[config.mk]
export PLATFORM = sky130hd
export DESIGN_NAME = triangle_wave_monitor_flat
export DESIGN_NICKNAME = d
export VERILOG_FILES = /design/src/rtl/triangle_wave_monitor_if.sv /design/src/rtl/triangle_wave_monitor.sv /design/src/flat_wrapper.sv
export SDC_FILE = /design/constraint.sdc
export NUM_CORES = 1
export LEC_CHECK = 0
export ABC_AREA = 1
export CORE_ASPECT_RATIO = 0.5
export CORE_MARGIN = 1.5
export CORE_UTILIZATION = 55
export CTS_CLUSTER_DIAMETER = 100
export DETAILED_ROUTE_END_ITERATION = 10
export MAX_ROUTING_LAYER = met4
export PLACE_DENSITY = 0.88
export SKIP_LAST_GASP = 1
export SLEW_MARGIN = 20
export SYNTH_ARGS = -nofsm -noshare
export SYNTH_HDL_FRONTEND = slang
export SYNTH_SLANG_ARGS = --single-unit
export TNS_END_PERCENT = 100
[constraint.sdc]
create_clock -name clk -period 2.22 [get_ports clk]
set_input_delay 0.555 -clock clk [delete_from_list [all_inputs] [get_ports clk]]
set_output_delay 0.555 -clock clk [all_outputs]
set_load 0.03 [all_outputs]
[src/rtl/triangle_wave_monitor_if.sv]
// Bus between the triangle waveform source and its receive-side monitor:
// the sampled wave plus the status flags and counters reported back.
interface triangle_wave_monitor_if #(
    parameter int WIDTH = 5,
    parameter int PER_W = 8,
    parameter int ERR_W = 8
);
    logic [WIDTH-1:0] wave;
    logic             dir;
    logic             peak;
    logic             trough;
    logic             err;
    logic             locked;
    logic [PER_W-1:0] period_len;
    logic             period_vld;
    logic [ERR_W-1:0] err_count;

    modport master (
        output wave,
        input  dir, peak, trough, err, locked, period_len, period_vld, err_count
    );

    modport slave (
        input  wave,
        output dir, peak, trough, err, locked, period_len, period_vld, err_count
    );
endinterface

[src/rtl/triangle_wave_monitor.sv]
// Receive-side checker for the triangle waveform bus: tracks ramp direction,
// flags peaks/troughs, measures trough-to-trough period and counts illegal steps.
module triangle_wave_monitor #(
    parameter int WIDTH        = 5,
    parameter int PER_W        = 8,
    parameter int ERR_W        = 8,
    parameter int LOCK_TROUGHS = 2
) (
    input  logic                    clk,
    input  logic                    rst,
    triangle_wave_monitor_if.slave  mon
);

    typedef enum logic [1:0] {
        IDLE,
        ACQUIRE,
        UP,
        DOWN
    } state_e;

    localparam int               GOOD_W   = $clog2(LOCK_TROUGHS + 1);
    localparam logic [WIDTH-1:0] WAVE_MAX = '1;
    localparam logic [WIDTH:0]   ONE_X    = (WIDTH+1)'(1);
    localparam logic [GOOD_W-1:0] GOOD_FULL = GOOD_W'(LOCK_TROUGHS);

    state_e             state_q, state_d;
    logic [WIDTH-1:0]   prev_q, prev_d;
    logic [PER_W-1:0]   pctr_q, pctr_d;
    logic               seen_trough_q, seen_trough_d;
    logic [GOOD_W-1:0]  good_q, good_d;
    logic               dir_q, dir_d;
    logic               peak_q, peak_d;
    logic               trough_q, trough_d;
    logic               err_q, err_d;
    logic               locked_q, locked_d;
    logic [PER_W-1:0]   period_len_q, period_len_d;
    logic               period_vld_q, period_vld_d;
    logic [ERR_W-1:0]   err_count_q, err_count_d;

    // One extra bit keeps 31+1 from aliasing onto 0 and 0-1 onto 31.
    logic [WIDTH:0] wave_x;
    logic [WIDTH:0] prev_x;
    logic           step_up;
    logic           step_dn;
    logic           at_max;
    logic           at_zero;

    assign wave_x  = {1'b0, mon.wave};
    assign prev_x  = {1'b0, prev_q};
    assign step_up = (wave_x == prev_x + ONE_X);
    assign step_dn = (wave_x == prev_x - ONE_X);
    assign at_max  = (mon.wave == WAVE_MAX);
    assign at_zero = (mon.wave == '0);

    always_comb begin
        // NOTE: every variable gets a default before the case so no path leaves it unassigned (no latches).
        state_d       = state_q;
        prev_d        = mon.wave;
        pctr_d        = pctr_q;
        seen_trough_d = seen_trough_q;
        good_d        = good_q;
        peak_d        = 1'b0;
        trough_d      = 1'b0;
        err_d         = 1'b0;
        period_len_d  = period_len_q;
        period_vld_d  = period_vld_q;
        err_count_d   = err_count_q;

        unique case (state_q)
            IDLE: begin
                state_d = ACQUIRE;
            end
            ACQUIRE: begin
                if (step_up) begin
                    state_d = at_max ? DOWN : UP;
                    peak_d  = at_max;
                end else if (step_dn) begin
                    state_d  = at_zero ? UP : DOWN;
                    trough_d = at_zero;
                end else begin
                    err_d = 1'b1;
                end
            end
            UP: begin
                if (step_up) begin
                    state_d = at_max ? DOWN : UP;
                    peak_d  = at_max;
                end else begin
                    state_d = ACQUIRE;
                    err_d   = 1'b1;
                end
            end
            DOWN: begin
                if (step_dn) begin
                    state_d  = at_zero ? UP : DOWN;
                    trough_d = at_zero;
                end else begin
                    state_d = ACQUIRE;
                    err_d   = 1'b1;
                end
            end
            default: begin
                state_d = IDLE;
            end
        endcase

        // An error restarts both the period measurement and the lock count.
        if (err_d) begin
            pctr_d        = '0;
            seen_trough_d = 1'b0;
            good_d        = '0;
            if (err_count_q != '1) begin
                err_count_d = err_count_q + ERR_W'(1);
            end
        end else if (trough_d) begin
            if (seen_trough_q) begin
                period_len_d = (pctr_q == '1) ? pctr_q : pctr_q + PER_W'(1);
                period_vld_d = 1'b1;
            end
            pctr_d        = '0;
            seen_trough_d = 1'b1;
            if (good_q != GOOD_FULL) begin
                good_d = good_q + GOOD_W'(1);
            end
        end else if (state_q != IDLE && pctr_q != '1) begin
            pctr_d = pctr_q + PER_W'(1);
        end

        dir_d    = (state_d == UP);
        locked_d = (good_d == GOOD_FULL);
    end

    always_ff @(posedge clk or posedge rst) begin
        if (rst) begin
            state_q       <= IDLE;
            prev_q        <= '0;
            pctr_q        <= '0;
            seen_trough_q <= 1'b0;
            good_q        <= '0;
            dir_q         <= 1'b0;
            peak_q        <= 1'b0;
            trough_q      <= 1'b0;
            err_q         <= 1'b0;
            locked_q      <= 1'b0;
            period_len_q  <= '0;
            period_vld_q  <= 1'b0;
            err_count_q   <= '0;
        end else begin
            // NOTE: non-blocking assignments so every flop samples the pre-edge values.
            state_q       <= state_d;
            prev_q        <= prev_d;
            pctr_q        <= pctr_d;
            seen_trough_q <= seen_trough_d;
            good_q        <= good_d;
            dir_q         <= dir_d;
            peak_q        <= peak_d;
            trough_q      <= trough_d;
            err_q         <= err_d;
            locked_q      <= locked_d;
            period_len_q  <= period_len_d;
            period_vld_q  <= period_vld_d;
            err_count_q   <= err_count_d;
        end
    end

    assign mon.dir        = dir_q;
    assign mon.peak       = peak_q;
    assign mon.trough     = trough_q;
    assign mon.err        = err_q;
    assign mon.locked     = locked_q;
    assign mon.period_len = period_len_q;
    assign mon.period_vld = period_vld_q;
    assign mon.err_count  = err_count_q;

endmodule

[src/flat_wrapper.sv]
// flat-port wrapper written by rule: the top's interface ports become plain ports
module triangle_wave_monitor_flat 
#(
    parameter int WIDTH        = 5,
    parameter int PER_W        = 8,
    parameter int ERR_W        = 8,
    parameter int LOCK_TROUGHS = 2
)
  (clk, rst, mon_wave, mon_dir, mon_peak, mon_trough, mon_err, mon_locked, mon_period_len, mon_period_vld, mon_err_count);
  triangle_wave_monitor_if #(.WIDTH(WIDTH), .PER_W(PER_W), .ERR_W(ERR_W)) mon_i ();
  input  logic clk;
  input  logic rst;
  input wire logic [$bits(mon_i.wave)-1:0] mon_wave;
  output wire logic [$bits(mon_i.dir)-1:0] mon_dir;
  output wire logic [$bits(mon_i.peak)-1:0] mon_peak;
  output wire logic [$bits(mon_i.trough)-1:0] mon_trough;
  output wire logic [$bits(mon_i.err)-1:0] mon_err;
  output wire logic [$bits(mon_i.locked)-1:0] mon_locked;
  output wire logic [$bits(mon_i.period_len)-1:0] mon_period_len;
  output wire logic [$bits(mon_i.period_vld)-1:0] mon_period_vld;
  output wire logic [$bits(mon_i.err_count)-1:0] mon_err_count;
  assign mon_i.wave = mon_wave;
  assign mon_dir = mon_i.dir;
  assign mon_peak = mon_i.peak;
  assign mon_trough = mon_i.trough;
  assign mon_err = mon_i.err;
  assign mon_locked = mon_i.locked;
  assign mon_period_len = mon_i.period_len;
  assign mon_period_vld = mon_i.period_vld;
  assign mon_err_count = mon_i.err_count;
  triangle_wave_monitor #(.WIDTH(WIDTH), .PER_W(PER_W), .ERR_W(ERR_W), .LOCK_TROUGHS(LOCK_TROUGHS)) u_core (.clk(clk), .rst(rst), .mon(mon_i));
endmodule
Word level (Yosys, flattened, before mapping). Cells that the tools add are included. W data, S select, Z words.

Add/sub/neg operators: 5. Multipliers: 0. Div/mod/pow operators: 0. Order comparisons: 0. Equality and inequality tests: 12. Shift operators: 0. Multiplexer cells: 25. Bitwise operators: 1. Reduce and logical (&&, ||, !) cells: 9.

Operators with widths (count): $mux W8 (4); $add A8 B1 Y8 const B (2); $ne A8 B8 Y1 const B (2); $mux W2 (7); $eq A5 B6 Y1 (2); $mux W1 (11); $eq A2 B2 Y1 const B (4); $eq A8 B8 Y1 const B (1); $pmux W2 S4 (1); $add A5 B1 Y6 const B (1); $sub A5 B1 Y6 const B (1); $eq A5 B5 Y1 const B (1); $logic_not A5 Y1 (1); $reduce_bool A2 Y1 (2); $pmux W1 S3 (1); $reduce_and A3 Y1 (1); $reduce_bool A3 Y1 (1); $add A2 B1 Y2 const B (1); $eq A2 B1 Y1 const B (1); $logic_not A2 Y1 (1); $ne A2 B2 Y1 const B (1); $pmux W1 S2 (1); $reduce_and A2 Y1 (1); $reduce_or A2 Y1 (1); other kinds (2) (2).

Register bits: 40. Latch bits: 0. RAM bits: 0. Memory bits (read-only): 0. Word-level logic and storage cells: 65. Memories kept: 0.

Depth between registers and ports, before layout. Gate-level depths: netlist (run 1).

Depth after elaboration: 8. Mapped depth: 16. Depth with buffers taken out: 16.

Worst setup path before layout (run 1). No wires, ideal clock.

Path kind: register to register. Start point: reg u_core.prev_q[1]. End point: reg u_core.err_count_q[2], in the netlist u_core.mon.err_count[2]. Setup time: 0.076 ns. Arrival time: 1.797 ns. Path slack: 0.347 ns. Stages on the path, launching flop included: 16. Cell sequence: dfrtp_1 inv_1 ha_1 inv_1 nand2_1 nand2_1 nor2_1 nand3_1 nor2_1 nand2_2 nand2_1 nand3_4 nand3_4 buf_6 nand2_1 o21ai_1.

Word-level cells in the longest chain between the ends: 6.

RTL lines: start: declaration (line triangle_wave_monitor.sv:27) `logic [WIDTH-1:0] prev_q, prev_d;`; start signal: assignment (line triangle_wave_monitor.sv:151) `prev_q <= prev_d;`; $sub A5 B1 Y6 (line triangle_wave_monitor.sv:51) `assign step_dn = (wave_x == prev_x - ONE_X);`; $eq A5 B6 Y1 (line triangle_wave_monitor.sv:51); $mux W1 (line triangle_wave_monitor.sv:77, triangle_wave_monitor.sv:94); $mux W1 (line triangle_wave_monitor.sv:74) `if (step_up) begin`; $pmux W1 S3 * (line triangle_wave_monitor.sv:69) `unique case (state_q)`; $reduce_and A2 Y1 (no source line) *; end signal: assignment (line triangle_wave_monitor.sv:162) `err_count_q <= err_count_d;`; end: declaration (line triangle_wave_monitor.sv:38) `logic [ERR_W-1:0] err_count_q, err_count_d;`.

Every way passes the cells marked *; elsewhere a longest branch is shown, timed or not. A chain may end at the register's enable or synchronous reset.

Worst setup path after layout (run 1).
Start point: reg u_core.prev_q[0]. End point: reg u_core.period_len_q[2], in the netlist u_core.mon.period_len[2].

Word-level cells in the longest chain between the ends: 7.

RTL lines: $sub A5 B1 Y6 (line triangle_wave_monitor.sv:51); $eq A5 B6 Y1 (line triangle_wave_monitor.sv:51); $mux W1 (line triangle_wave_monitor.sv:77, triangle_wave_monitor.sv:94); $mux W1 (line triangle_wave_monitor.sv:74); $pmux W1 S3 (line triangle_wave_monitor.sv:69); $not A1 Y1 (no source line); $reduce_and A3 Y1 (no source line) *; end signal: assignment (line triangle_wave_monitor.sv:160) `period_len_q <= period_len_d;`; end: declaration (line triangle_wave_monitor.sv:36) `logic [PER_W-1:0] period_len_q, period_len_d;`.

Marked as above.

==> results of run 1 <==
## critical path: cells and delay by family, from the launching register on
kind	cells	cell delay, ps
and+or+nand+nor	8	880
buffers and inverters	5	420
DFF	1	400
adders and majority gates	1	250
AOI/OAI and AO/OA	1	130
## area by class of cell
| class | instances | area, sq um |
|---|---|---|
| clock buffer | 6 | 72.57 |
| clock inverter | 2 | 35.03 |
| fill | 276 | 980.9 |
| inverter | 37 | 148.9 |
| multi-input combinational | 218 | 1256 |
| sequential | 40 | 1003 |
| tap | 54 | 67.56 |
| timing repair buffer | 46 | 439.2 |
## layer usage
layer,global-route usage,share of wire,vias to the layer above,wire length (um)
met1,0.2984,0.43,1061,2535
li1,-,-,1048,-
met5,-,0,-,0
met4,0.1005,0.032,0,193
met2,0.4437,0.49,86,2936
met3,0.05452,0.047,27,280
## stage by stage
step	util	cell area [sq um]	total power, uW	worst slack (ps)	setup TNS [ps]
global placement	0.6909	2766	2091	-126.8	-2505
detailed placement	0.6909	2766	2156	-241.6	-5123
global route	0.7550	3023	3083	-76.71	-847.2
CTS	0.7178	2874	2768	0.3633	0
finish	0.7550	3023	2906	55.30	0
floorplan	-	2366	1840	346.6	0
## final timing paths
check,cells past startpoint,slack [ps],start,endpoint
worst max-delay path,15,60,u_core.prev_q[0]$_DFF_PP0_,u_core.mon.period_len[2]$_DFFE_PP0P_
worst min-delay path,2,480,u_core.mon.period_vld$_DFFE_PP0P_,u_core.mon.period_vld$_DFFE_PP0P_
worst max register to register,15,60,u_core.prev_q[0]$_DFF_PP0_,u_core.mon.period_len[2]$_DFFE_PP0P_
worst min register to register,2,480,u_core.mon.period_vld$_DFFE_PP0P_,u_core.mon.period_vld$_DFFE_PP0P_
max in group asynchronous,3,1160,rst,u_core.prev_q[0]$_DFF_PP0_
min in group asynchronous,3,680,rst,u_core.prev_q[4]$_DFF_PP0_
## cell usage after synthesis
cell type,number
nand3_2,1
nand2_1,95
nand3b_1,1
or2_2,1
nand3_4,3
ha_1,10
inv_2,3
nand2_4,1
nand2_2,4
nor2_1,29
or2_0,1
xnor2_1,7
xor2_1,6
nor2_4,1
nand3_1,15
inv_4,1
nand4_1,14
a21oi_2,1
o21ai_1,4
o21ai_0,6
a21oi_1,6
o211ai_4,1
buf_6,4
buf_2,1
o21ai_2,5
dfrtp_1,40
nor3_1,2
nor2_2,1
inv_1,33
nor4_1,1
## cell usage in the layout (no fill, tap or decap), types with 2 or more instances in the layout
cell type | synthesis | layout
ha_1 | 10 | 8
o21ai_0 | 6 | 6
nor2_1 | 29 | 27
nor3_1 | 2 | 2
nand4_1 | 14 | 14
dfrtp_1 | 40 | 38
dlymetal6s2s_1 | 0 | 3
inv_2 | 3 | 2
nand2_1 | 95 | 89
nand3_1 | 15 | 15
o21ai_2 | 5 | 5
dfrtp_2 | 0 | 2
a21oi_1 | 6 | 6
nand2_2 | 4 | 10
o21ai_1 | 4 | 4
buf_4 | 0 | 16
nand3_4 | 3 | 4
clkdlybuf4s50_1 | 0 | 25
xnor2_1 | 7 | 7
xor2_1 | 6 | 6
nor2_2 | 1 | 3
ha_4 | 0 | 2
inv_1 | 33 | 32
clkbuf_8 | 0 | 5
inv_4 | 1 | 2
## registers in the layout (all words and copies together) (netlist names)
register	cells
u_core.good_q	2
u_core.mon.dir	1
u_core.mon.err	1
u_core.mon.err_count	8
u_core.mon.locked	1
u_core.mon.peak	1
u_core.mon.period_len	8
u_core.mon.period_vld	1
u_core.mon.trough	1
u_core.pctr_q	8
u_core.prev_q	5
u_core.seen_trough_q	1
u_core.state_q	2
## kinds of logic after synthesis
kind of cell,after synthesis,share of synthesized area
buffers and inverters,42,0.08091
adder cells (fa/ha/maj),10,0.05288
AO/OA/AOI/OAI,23,0.06505
XOR/XNOR,13,0.04812
AND/OR/NAND/NOR,170,0.3300
flip-flops,40,0.4231
## power breakdown
group	switching (uW)	total (uW)	leakage, uW	internal [uW]
Clock	268	602	0.0000552	334
Sequential	139	989	0.000523	850
Combinational	825	1320	0.000944	491
Total	1230	2910	0.00152	1670
## timing repair
item                                    CTS  global route
hold endpoints to repair                  0             0
endpoints found under the setup margin    0            32
setup buffers                             0             6
gates resized for setup                   0            23
hold buffers                              0             0
==> summary.md, run 1 <==
| Metric | Value |
|---|---|
| Outcome | completed |
| WP data required | between 2000 and 2500 ps |
| Global route overflow | 0 |
| Total power per unit cell area | between 900 and 1000 mW/mm^2 |
| Die Height | roughly 49 um |
| Leading area contributor after synthesis | dfrtp_1 |
| Area delta synth->final | 27.76% |
| Core Area | 0.004004 sq mm |
| Share of the clock period used by the worst path | 0.9751 |
| Max-Cap Viols | 0 |
| IO buf count | 28 |
| Top-area cell type share of the netlist area | 0.4231 |
| Antenna Nets Post-Route | 0 |
| Clk_lat worst skew | 300 ps |
| Post-layout min period | 2165 ps |
| Critical Path Sink Type | flop |
| Starting Density | 0.5909 |
| Fmax | about 460 MHz |
| Synthesized area | between 0.002 and 0.0025 sq mm |
| Synthesis Warnings | 0 |
| I/O pins | 29 |
| Die Area | about 0.0047 sq mm |
| Least-Margin Pin Slew | 517.4 ps |
| Hold WC Path Type | reg -> reg |
| Slew headroom | 0.6551 |
| Vias per cell | about 5.5 |
| Global-route wire length before repair | just over 9 mm |
| Clock transition at path regs | 80 ps |
| Initial antenna violation count | 0 |
| Final RePlAce weighted congestion | roughly 0.87 |
| Arr. time, crit path | 2390 ps |
| Hpwl dp | approximately 3.8 mm |
| Fin cells | 403 |
| Root Driver | clkbuf_8 |
| Pleak | 0.001522 uW |
| Critical Path Fanout Max | 6 |
| Starting DRC count in detailed routing | 140 |
| FP Rows | 16 |
| Crit-path cells | inv_4 -> ha_4 -> inv_1 -> nand2_2 -> nand2_1 -> nor2_1 -> nand3_1 -> nor2_2 -> nand2_2 -> inv_4 -> o211ai_4 -> clkinv_4 -> buf_12 -> nand4_1 -> nand2_1 |
| Clock Tree Buf Depth | 2 |
| Synthesized flop and latch total | 40 |
| Post-Synthesis Net Count | approximately 320 |
| DR DRC count | 0 |
| Inst Count DP | 387 |
| Pin count of the biggest net entering global routing | 41 |
| Number of global-route vias before repair | approximately 2,200 |
| Critical Path Start Type | flop |
| Num CTS Buffers | 5 |
| Ant. Diodes | 0 |
| Synth cell types | 30 |
| Detailed Routing Iterations Pass 1 | 5 |
| Final WL | around 6 mm |
| # setup viols final | 0 |
| Total track usage | 0.2593 |
| Final hold slack | 483.3 ps |
| CTS sink count | 40 |
| Final hold viol count | 0 |
| CTS tree | built |
| Sequential element share of the synthesized area | 0.4231 |
| Vias | 2,222 |
| Clk_skew | approximately 8.8 ps |
| Mean post-synth cell area | 7.940 sq um |
| Critical path's slowest cell | dfrtp_2 |
| Kind of critical path | reg -> reg |
| Share of layout cells above drive strength 1 | 0.1805 |
| Final slew viol count | 0 |
| Die X | approximately 96 um |
| Final Net Count | roughly 370 |
| H-Tree Depth | 2 |
| Synth top area cells | dfrtp_1 (42%), nand2_1 (15%), ha_1 (5.3%) |
| Cell count after synthesis | 298 |
| Worst IR Drop VDD | ~0.84 mV |
| Avg WL per Cell | roughly 15 um |
| CP peak stage delay | 400 ps |
Power figures use the tool's default switching activity.
==> run 2, diff against run 1 <==
--- a/config.mk
+++ b/config.mk
@@ -6,13 +6,15 @@
 export NUM_CORES = 1
 export LEC_CHECK = 0
 export ABC_AREA = 1
+export CELL_PAD_IN_SITES_DETAIL_PLACEMENT = 0
+export CELL_PAD_IN_SITES_GLOBAL_PLACEMENT = 1
 export CORE_ASPECT_RATIO = 0.5
 export CORE_MARGIN = 1.5
-export CORE_UTILIZATION = 55
+export CORE_UTILIZATION = 44
 export CTS_CLUSTER_DIAMETER = 100
 export DETAILED_ROUTE_END_ITERATION = 10
 export MAX_ROUTING_LAYER = met4
-export PLACE_DENSITY = 0.88
+export PLACE_DENSITY = 0.93
 export SKIP_LAST_GASP = 1
 export SLEW_MARGIN = 20
 export SYNTH_ARGS = -nofsm -noshare
==> constraint.sdc (replaced) <==
create_clock -name clk -period 2.5 [get_ports clk]
set_input_delay 0.625 -clock clk [delete_from_list [all_inputs] [get_ports clk]]
set_output_delay 0.625 -clock clk [all_outputs]
set_load 0.03 [all_outputs]
==> run 2 against run 1 <==
Against the previous run: critical path depth shrank 1; clock power down 24%; non-clock buffer count fell by 13; register-to-register slack better by 300 ps; critical path type is now in -> reg; largest cell class unchanged; routed wire length shrank 24%; highest routed layer unchanged.
==> summary.md, run 2 (synthesis gave the netlist of run 1 again) <==
| Metric | Value |
|---|---|
| Outcome | completed |
| Core Area | 0.005045 sq mm (+26%) |
| Post-CTS setup buffer count | 0 (unchanged) |
| Vias per cell | 4.742 (-14%) |
| Global route overflow | 0 (unchanged) |
| Die X | 106.7 um (+11%) |
| Post-layout min period | 2234 ps |
| Critical Path Sink Type | flop |
| Commonest non-fill, non-tap cell in the layout | nand2_1 |
| Avg WL per Cell | 11.20 um (-24%) |
| I/O pins | 29 (unchanged) |
| Arr. time, crit path | 2420 ps (+30 ps) |
| Area delta synth->final | 19.09% |
| Initial antenna violation count | 0 (unchanged) |
| RSZ-0062 raised after global routing | no |
| Fin Setup TNS | 0 ps (unchanged) |
| Commonest cells after routing, fill and taps aside | nand2_1 (95), dfrtp_1 (40), inv_1 (33) |
| Clk_skew | 2.035 ps (-6.811 ps) |
| Number of global-route vias before repair | 1,735 (-19%) |
| Antenna Nets Post-Route | 0 (unchanged) |
| Fin cells | 403 (unchanged) |
| Pleak | 0.001420 uW (-6.7%) |
| Clock Tree Buf Depth | 2 (unchanged) |
| Pin count of the biggest net entering global routing | 41 (unchanged) |
| Vias | 1,911 (-14%) |
| Critical path's slowest cell | clkdlybuf4s50_1 |
| Num CTS Buffers | 5 (unchanged) |
| Die Area | 0.005853 sq mm (+24%) |
| Starting Density | 0.4690 (-0.1219) |
| Final RePlAce weighted congestion | 0.8708 (about the same) |
| Post-CTS Resized | 0 (unchanged) |
| H-Tree Depth | 2 (unchanged) |
| CP top delay family | simple AND/OR/NAND/NOR gates |
| Critical Path Fanout Max | 13 (+7) |
| Kind of critical path | in -> reg |
| Die Height | 54.85 um (+11%) |
| Detailed Routing Iterations Pass 1 | 4 (-1) |
| Clk_lat worst skew | 280 ps (-20 ps) |
| Starting DRC count in detailed routing | 100 (-29%) |
| # setup viols final | 0 (unchanged) |
| Root Driver | clkbuf_8 |
| Bufs and invs on worst path | 2 (-3) |
| WP data required | 2680 ps (+230 ps) |
| Total power per unit cell area | 819.0 mW/mm^2 (-15%) |
| Share of the clock period used by the worst path | 0.8935 |
| Fmax | roughly 450 MHz |
| Max-Cap Viols | 0 (unchanged) |
| FP Rows | 18 (+2) |
| Global-route wire length before repair | 7.686 mm (-16%) |
| Total track usage | 0.1768 (-0.08250) |
| Hold WC Path Type | reg -> reg |
| CTS tree | built |
| IO buf count | 28 (unchanged) |
| Final Net Count | 350 (-4.1%) |
| Final hold viol count | 0 (unchanged) |
| Final slew viol count | 0 (unchanged) |
| Critical Path Start Type | input port |
| Final hold slack | 473.8 ps (-9.507 ps) |
| Slew headroom | 0.6654 (+0.01036) |
| Worst IR Drop VDD | 0.5438 mV (-35%) |
| CTS sink count | 40 (unchanged) |
| Ant. Diodes | 0 (unchanged) |
| CP peak stage delay | 530 ps (+130 ps) |
| Clock transition at path regs | 70 ps (about the same) |
| Hpwl dp | 3.448 mm (-8.4%) |
| Number of hold buffers added after cts | 0 (unchanged) |
| Least-Margin Pin Slew | 501.9 ps (-15.54 ps) |
| Inst Count DP | 396 (+2.3%) |
| Share of layout cells above drive strength 1 | 0.1051 (-0.07541) |
| DR DRC count | 0 (unchanged) |
| Final WL | 4.512 mm (-24%) |
| Crit-path cells | clkdlybuf4s50_1 -> inv_1 -> nand4_1 -> nand2_1 -> nand2_1 -> nand2_1 -> nor2_1 -> nand2_2 -> nand2_1 -> nand3_4 -> nand2_4 -> nand3_4 -> nand2_1 -> nand2_1 |
| CP most frequent cell | nand2_1 |
## run 2: final timing paths
path / from / slack (ps) / endpoint / cells after the start
min in group asynchronous: rst / 750 / u_core.prev_q[4]$_DFF_PP0_ / 3
max in group asynchronous: rst / 1400 / u_core.pctr_q[3]$_DFFE_PP0P_ / 3
worst min register to register: u_core.mon.period_vld$_DFFE_PP0P_ / 470 / u_core.mon.period_vld$_DFFE_PP0P_ / 2
worst max register to register: u_core.prev_q[1]$_DFF_PP0_ / 360 / u_core.mon.period_len[1]$_DFFE_PP0P_ / 15
worst min-delay path: u_core.mon.period_vld$_DFFE_PP0P_ / 470 / u_core.mon.period_vld$_DFFE_PP0P_ / 2
worst max-delay path: mon_wave[4] / 270 / u_core.mon.period_len[1]$_DFFE_PP0P_ / 14
## run 2: final cells by class
| type | instances | area, sq um |
|---|---|---|
| clock buffer | 7 | 96.34 |
| fill | 460 | 2227 |
| inverter | 37 | 141.4 |
| multi-input combinational | 216 | 1174 |
| sequential | 40 | 1001 |
| tap | 70 | 87.58 |
| timing repair buffer | 33 | 317.8 |
## run 2: worst reg2reg max path, cell delays in order (launching register included)
cell and delay (ps):
dfrtp_1 470, inv_1 70, ha_1 290, inv_1 40
nand2_1 80, nand2_1 50, nor2_1 90, nand3_1 70
nor2_1 120, nand2_2 100, inv_2 100, o211ai_4 120
inv_4 150, nand3_4 130, nand2_1 100, nand2_1 50
## run 2: metal layers
layer	share of wire	wire length, um	global-route usage
met1	0.53	2369	0.2301
met2	0.44	1998	0.2853
met3	0.021	97	0.03929
met4	0.010	47	0.04667
met5	0	0	-
## run 2: power breakdown
group	internal, uW	switching, uW
clock	246	209
sequential	755	114
combinational	357	627
total	1360	950
## run 2: metrics by stage
stage | utilization | worst slack (ps) | total power (uW) | cell area, sq um
3_5_place_dp | 0.5394 | -50.38 | 1866 | 2721
2_1_floorplan | - | 626.6 | 1633 | 2366
6_report | 0.5585 | 266.2 | 2308 | 2818
3_3_place_gp | 0.5394 | -3.485 | 1840 | 2721
5_1_grt | 0.5585 | 83.55 | 2487 | 2818
4_1_cts | 0.5585 | 263.2 | 2331 | 2818
==> run 3, diff against run 2 <==
--- a/config.mk
+++ b/config.mk
@@ -6,6 +6,7 @@
 export NUM_CORES = 1
 export LEC_CHECK = 0
 export ABC_AREA = 1
+export CAP_MARGIN = 15
 export CELL_PAD_IN_SITES_DETAIL_PLACEMENT = 0
 export CELL_PAD_IN_SITES_GLOBAL_PLACEMENT = 1
 export CORE_ASPECT_RATIO = 0.5
==> results of run 3 <==
The final DEF is identical to that of run 2; final timing and power are the same.
==> patch 1 (settings of run 1) <==
Make the reset (`rst`) synchronous in one clocked block.
--- a/src/rtl/triangle_wave_monitor.sv
+++ b/src/rtl/triangle_wave_monitor.sv
@@ -130,7 +130,7 @@
         locked_d = (good_d == GOOD_FULL);
     end
 
-    always_ff @(posedge clk or posedge rst) begin
+    always_ff @(posedge clk) begin
         if (rst) begin
             state_q       <= IDLE;
             prev_q        <= '0;
Check against the original RTL: differs if rst is asserted again (counterexample within 4 cycles, from zero or initial values and one cycle with rst high); with rst held inactive, the same outputs for 10 cycles.
==> patch 1 against run 1 <==
  * Worst setup slack worse by 41 ps
  * Worst hold slack worse by 18 ps
  * Sequential cell count unchanged
  * Clock skew up 1.0 ps
  * Utilization up 1.8 points
  * Die area down 5.9%
  * Design area down 0.66%
  * Fmax down 1.9%
  * Wire length up 0.87%
  * Critical path depth down 4
  * Critical endpoint is now u_core.mon.period_len[2]
  * Synthesized area down 6.1%
Power is not compared: it rests on default switching activity, and its combinational part moved more than twofold at a synthesized area within 25%.
==> patch 1: results (changes against run 1) <==
| Metric | Value |
|---|---|
| Worst-path fanout max | `7 (+1)` |
| Non-clk invs | `45 (+22%)` |
| Number of global-route vias before repair | `2039 (-5.2%)` |
| Fillers | `230 (-17%)` |
| P&R area growth vs syn | `35.21%` |
| CP peak stage delay | `470 ps (+70 ps)` |
| Setup Slack @ Placement | `-340.0 ps (-98.45 ps)` |
| Comb_multi_in | `233 (+6.9%)` |
| Gp weighted congestion | `0.9466 (+8.8%)` |
| Slowest-stage cell, CP | `clkdlybuf4s50_1` |
| Placed Cells | `423 (+9.3%)` |
| Slew HR | `71.72% (+6.2 points)` |
| Die width | `92.87 um (-3.0%)` |
| First-pass GRT wire length | `8487 um (-6.8%)` |
| Cell area after placement | `2726 um^2 (-1.4%)` |
| GRT Util Overall | `26.31% (+0.38 points)` |
| Synth top area cells | `dfxtp_1 36%, nand2_1 13%, nor2_1 8.8%, inv_1 6.8%, ha_1 5.6%` |
| Reg2reg start | `u_core.prev_q[0]` |
| Signal buffers | `59 (+28%)` |
| Adder-cell area share of the yosys netlist | `5.634% (+0.35 points)` |
| Multi-input combinational area share | `43.63% (+2.1 points)` |
| Post-Route Skew | `9.872 ps (+1.026 ps)` |
| Clock-cell share | `3.708% (+0.15 points)` |
| Largest net degree at the start of global routing | `19 (-54%)` |
| Worst EP arrival | `2440 ps (+50 ps)` |
| Seq cells | `40 (unchanged)` |
| Status | `finished clean` |
| Post-synthesis xor/xnor area fraction | `4.732% (-0.080 points)` |
| Post-Layout Cell Count | `439 (+8.9%)` |
| Nets@finish | `401 (+9.9%)` |
[patch 1: worst reg2reg max path: stages, from the launching register on]
cell and delay [ps]:
dfxtp_4 360, inv_2 50, ha_4 250, inv_1 30, nand2_1 70, nand2_2 60
nor2_2 120, nand3_2 100, nor2_4 150, nand2_2 90, nand3_2 110, nand3_4 120
nand2_8 140, nand3_4 150, nand2_2 110, nand2_1 60, nor2_1 130
[patch 1: worst paths after layout]
kind         cells after the start                       end  slack [ps]
min                              2     u_core.mon.period_vld         470
max reg2reg                     16  u_core.mon.period_len[2]          60
max                             11  u_core.mon.period_len[2]          10
min reg2reg                      2     u_core.mon.period_vld         470
[patch 1: routing by layer]
metal	routed length [um]	GRT usage (%)
met5	0	-
met4	223	15.15
met3	319	6.032
met2	3196	52.26
met1	2258	25.05
[patch 1: power by group]
group | internal (mW) | switching (mW) | leakage, nW
logic | 0.109 | 0.160 | 0.972
clock network | 0.333 | 0.275 | 0.0541
registers | 0.734 | 0.0200 | 0.326
==> patch 2 (settings of run 1) <==
Made on the original files. `WIDTH` is set to 5 in 3 places; all go to 10.
--- a/src/rtl/triangle_wave_monitor_if.sv
+++ b/src/rtl/triangle_wave_monitor_if.sv
@@ -1,7 +1,7 @@
 // Bus between the triangle waveform source and its receive-side monitor:
 // the sampled wave plus the status flags and counters reported back.
 interface triangle_wave_monitor_if #(
-    parameter int WIDTH = 5,
+    parameter int WIDTH = 10,
     parameter int PER_W = 8,
     parameter int ERR_W = 8
 );
--- a/src/rtl/triangle_wave_monitor.sv
+++ b/src/rtl/triangle_wave_monitor.sv
@@ -1,7 +1,7 @@
 // Receive-side checker for the triangle waveform bus: tracks ramp direction,
 // flags peaks/troughs, measures trough-to-trough period and counts illegal steps.
 module triangle_wave_monitor #(
-    parameter int WIDTH        = 5,
+    parameter int WIDTH        = 10,
     parameter int PER_W        = 8,
     parameter int ERR_W        = 8,
     parameter int LOCK_TROUGHS = 2
--- a/src/flat_wrapper.sv
+++ b/src/flat_wrapper.sv
@@ -1,7 +1,7 @@
 // flat-port wrapper written by rule: the top's interface ports become plain ports
 module triangle_wave_monitor_flat 
 #(
-    parameter int WIDTH        = 5,
+    parameter int WIDTH        = 10,
     parameter int PER_W        = 8,
     parameter int ERR_W        = 8,
     parameter int LOCK_TROUGHS = 2
Ports: changed (resized mon_wave); port bits go from 29 to 34. The function was not compared with the original's and may differ.
==> patch 2 against run 1 <==
  * The flow now finishes with violations (design-rule violations, negative setup slack)
  * Worst setup slack got worse by 360 ps
  * Sequential cell count rose by 5
  * Combinational power is 23% higher
  * Non-clock buffer count grew 56
  * Global-route usage rose by 5.6 points
  * Total power is 20% higher
  * Wire length is 95% higher
  * Die area is 36% higher
  * Design area grew 54%
  * Synthesized area increased by 38%
  * Sequential share of layout area decreased by 8.9 points
  * Critical path type unchanged
  * Critical endpoint is now u_core.mon.err_count[0]
  * Largest cell class unchanged
==> patch 2: results (changes against run 1) <==
| Metric | Value |
|---|---|
| Adder-cell area share of the yosys netlist | `3.828% (-1.5 points)` |
| Clock transition at the registers of the reported paths | `60 ps (-20 ps)` |
| Final setup margin | `-308.4 ps (-363.7 ps)` |
| Post-synth top flop | `dfrtp_1` |
| Layout cell share with drive strength beyond 1 | `32.66% (+15 points)` |
| Drt drc | `4 (+4)` |
| Gp weighted congestion | `0.9220 (+5.9%)` |
| Worst IR Drop VDD | `0.4369 mV (-48%)` |
| Syn nets | `458 (+45%)` |
| Largest net degree at the start of global routing | `20 (-51%)` |
| H-tree Lvls | `2 (unchanged)` |
| Drt first pass iters | `11 (+6)` |
| Unique masters post-synth | `45 (+50%)` |
| Total wire length | `11600 um (+95%)` |
| Post-Layout Cell Count | `615 (+53%)` |
| Worst-Margin Slew | `515.9 ps (-1.537 ps)` |
| Final setup viols | `35 (+35)` |
| Final Max Tran Viols | `0 (unchanged)` |
| Gate count of the mapped netlist | `436 (+46%)` |
| Nets@finish | `563 (+54%)` |
| Post-synthesis xor/xnor area fraction | `5.896% (+1.1 points)` |
| IO buf count | `33 (+18%)` |
| Synth top area cells | `dfrtp_1 34%, nand2_1 15%, inv_1 5.9%, nand3_1 4.9%, nand4_1 4.6%` |
| Vias/cell | `6.161 (+12%)` |
| Placed Cells | `586 (+51%)` |
| Status | `finished, violations left` |
| Post-DP HPWL | `5947 um (+58%)` |
| Seq/Total Area, Yosys | `34.46% (-7.8 points)` |
| Failing checks | `design-rule violations, negative setup slack` |
| Cell area after placement | `4029 um^2 (+46%)` |
| Fillers | `297 (+7.6%)` |
| Leak | `2.288 nW (+50%)` |
| Number of global-route vias before repair | `3239 (+51%)` |
| Post-synth top cells | `127 x nand2_1, 51 x inv_1, 45 x dfrtp_1` |
| Synth Area in Compound Gates | `6.700% (+0.20 points)` |
| First-pass GRT wire length | `15100 um (+66%)` |
| Worst min path class | `flop to flop` |
| Drt first-iter violations | `543 (+290%)` |
patch 2: area by class of cell:
class	instances	share of cell area, %
well taps	73	1.964
multi-input cells	330	46.37
inverters	57	4.709
clock buffers	5	2.691
clock inverters	3	0.5382
flip-flops and latches	45	24.33
repair buffers	102	19.40
patch 2: cells by family after synthesis:
| family | count (synthesis) |
|---|---|
| and+or+nand+nor | 265 |
| buffers and inverters | 64 |
| DFF | 45 |
| AOI/OAI and AO/OA | 30 |
| xor gates and xnor gates | 22 |
| adders and majority gates | 10 |
patch 2: worst max-delay path, stage by stage, from the launching register on:
cell and delay, ps:
dfrtp_1 390, buf_6 150, ha_4 150, nand2_4 70
nor2_4 240, nand3_2 150, nand3_2 110, nand3_2 80
nor2_4 180, nand3_4 130, nand2_2 80, nand2_2 60
nand2_2 90, nand2_4 110, nand2_8 120, inv_2 80
nand3b_1 120, nand2_1 90
patch 2: routing by layer:
layer  vias up  global-route usage, %  part of all wire (%)
met5         -                      -                     0
met4         0                  14.47                   7.5
met3       122                  7.439                    10
met2       302                  53.35                    45
met1      1737                  36.38                    37
li1       1628                      -                     -
patch 2: worst paths after layout:
| path | cells after the start | startpoint | end | slack (ps) |
|---|---|---|---|---|
| worst max-delay path | 17 | u_core.prev_q[1] | u_core.mon.err_count[0] | -310 |
| worst min-delay path | 2 | u_core.mon.period_vld | u_core.mon.period_vld | 470 |
| worst max register to register | 17 | u_core.prev_q[1] | u_core.mon.err_count[0] | -310 |
| worst min register to register | 2 | u_core.mon.period_vld | u_core.mon.period_vld | 470 |
| max in group asynchronous | 3 | rst | u_core.prev_q[3] | 1110 |
| min in group asynchronous | 2 | rst | u_core.mon.err_count[7] | 540 |
patch 2: power breakdown:
part	switching (mW)	internal, mW	leakage, nW
registers	0.136	0.930	0.582
clock network	0.373	0.424	0.0704
logic	0.976	0.650	1.64
patch 2: through the flow:
step / TNS (ps) / util, % / total power, mW / setup slack, ps / hold WS (ps)
floorplan: 0 / - / 1.998 / 37.33 / 536.8
global placement: -12680 / 71.81 / 2.311 / -440.1 / 450.3
detailed placement: -13680 / 71.81 / 2.351 / -489.4 / 451.1
CTS: -350.7 / 77.99 / 3.266 / -55.52 / 465.8
global route: -9315 / 82.87 / 3.637 / -382.6 / 507.6
finish: -7052 / 82.87 / 3.490 / -308.4 / 467.3
patch 2: timing repair:
action                                 in CTS  in global routing
endpoints found under the hold margin       0                  0
setup endpoints to repair                  33                 35
pin swaps                                  18                 27
gates cloned                                3                  0
resized for setup                          25                 45
buffers inserted                            7                 11
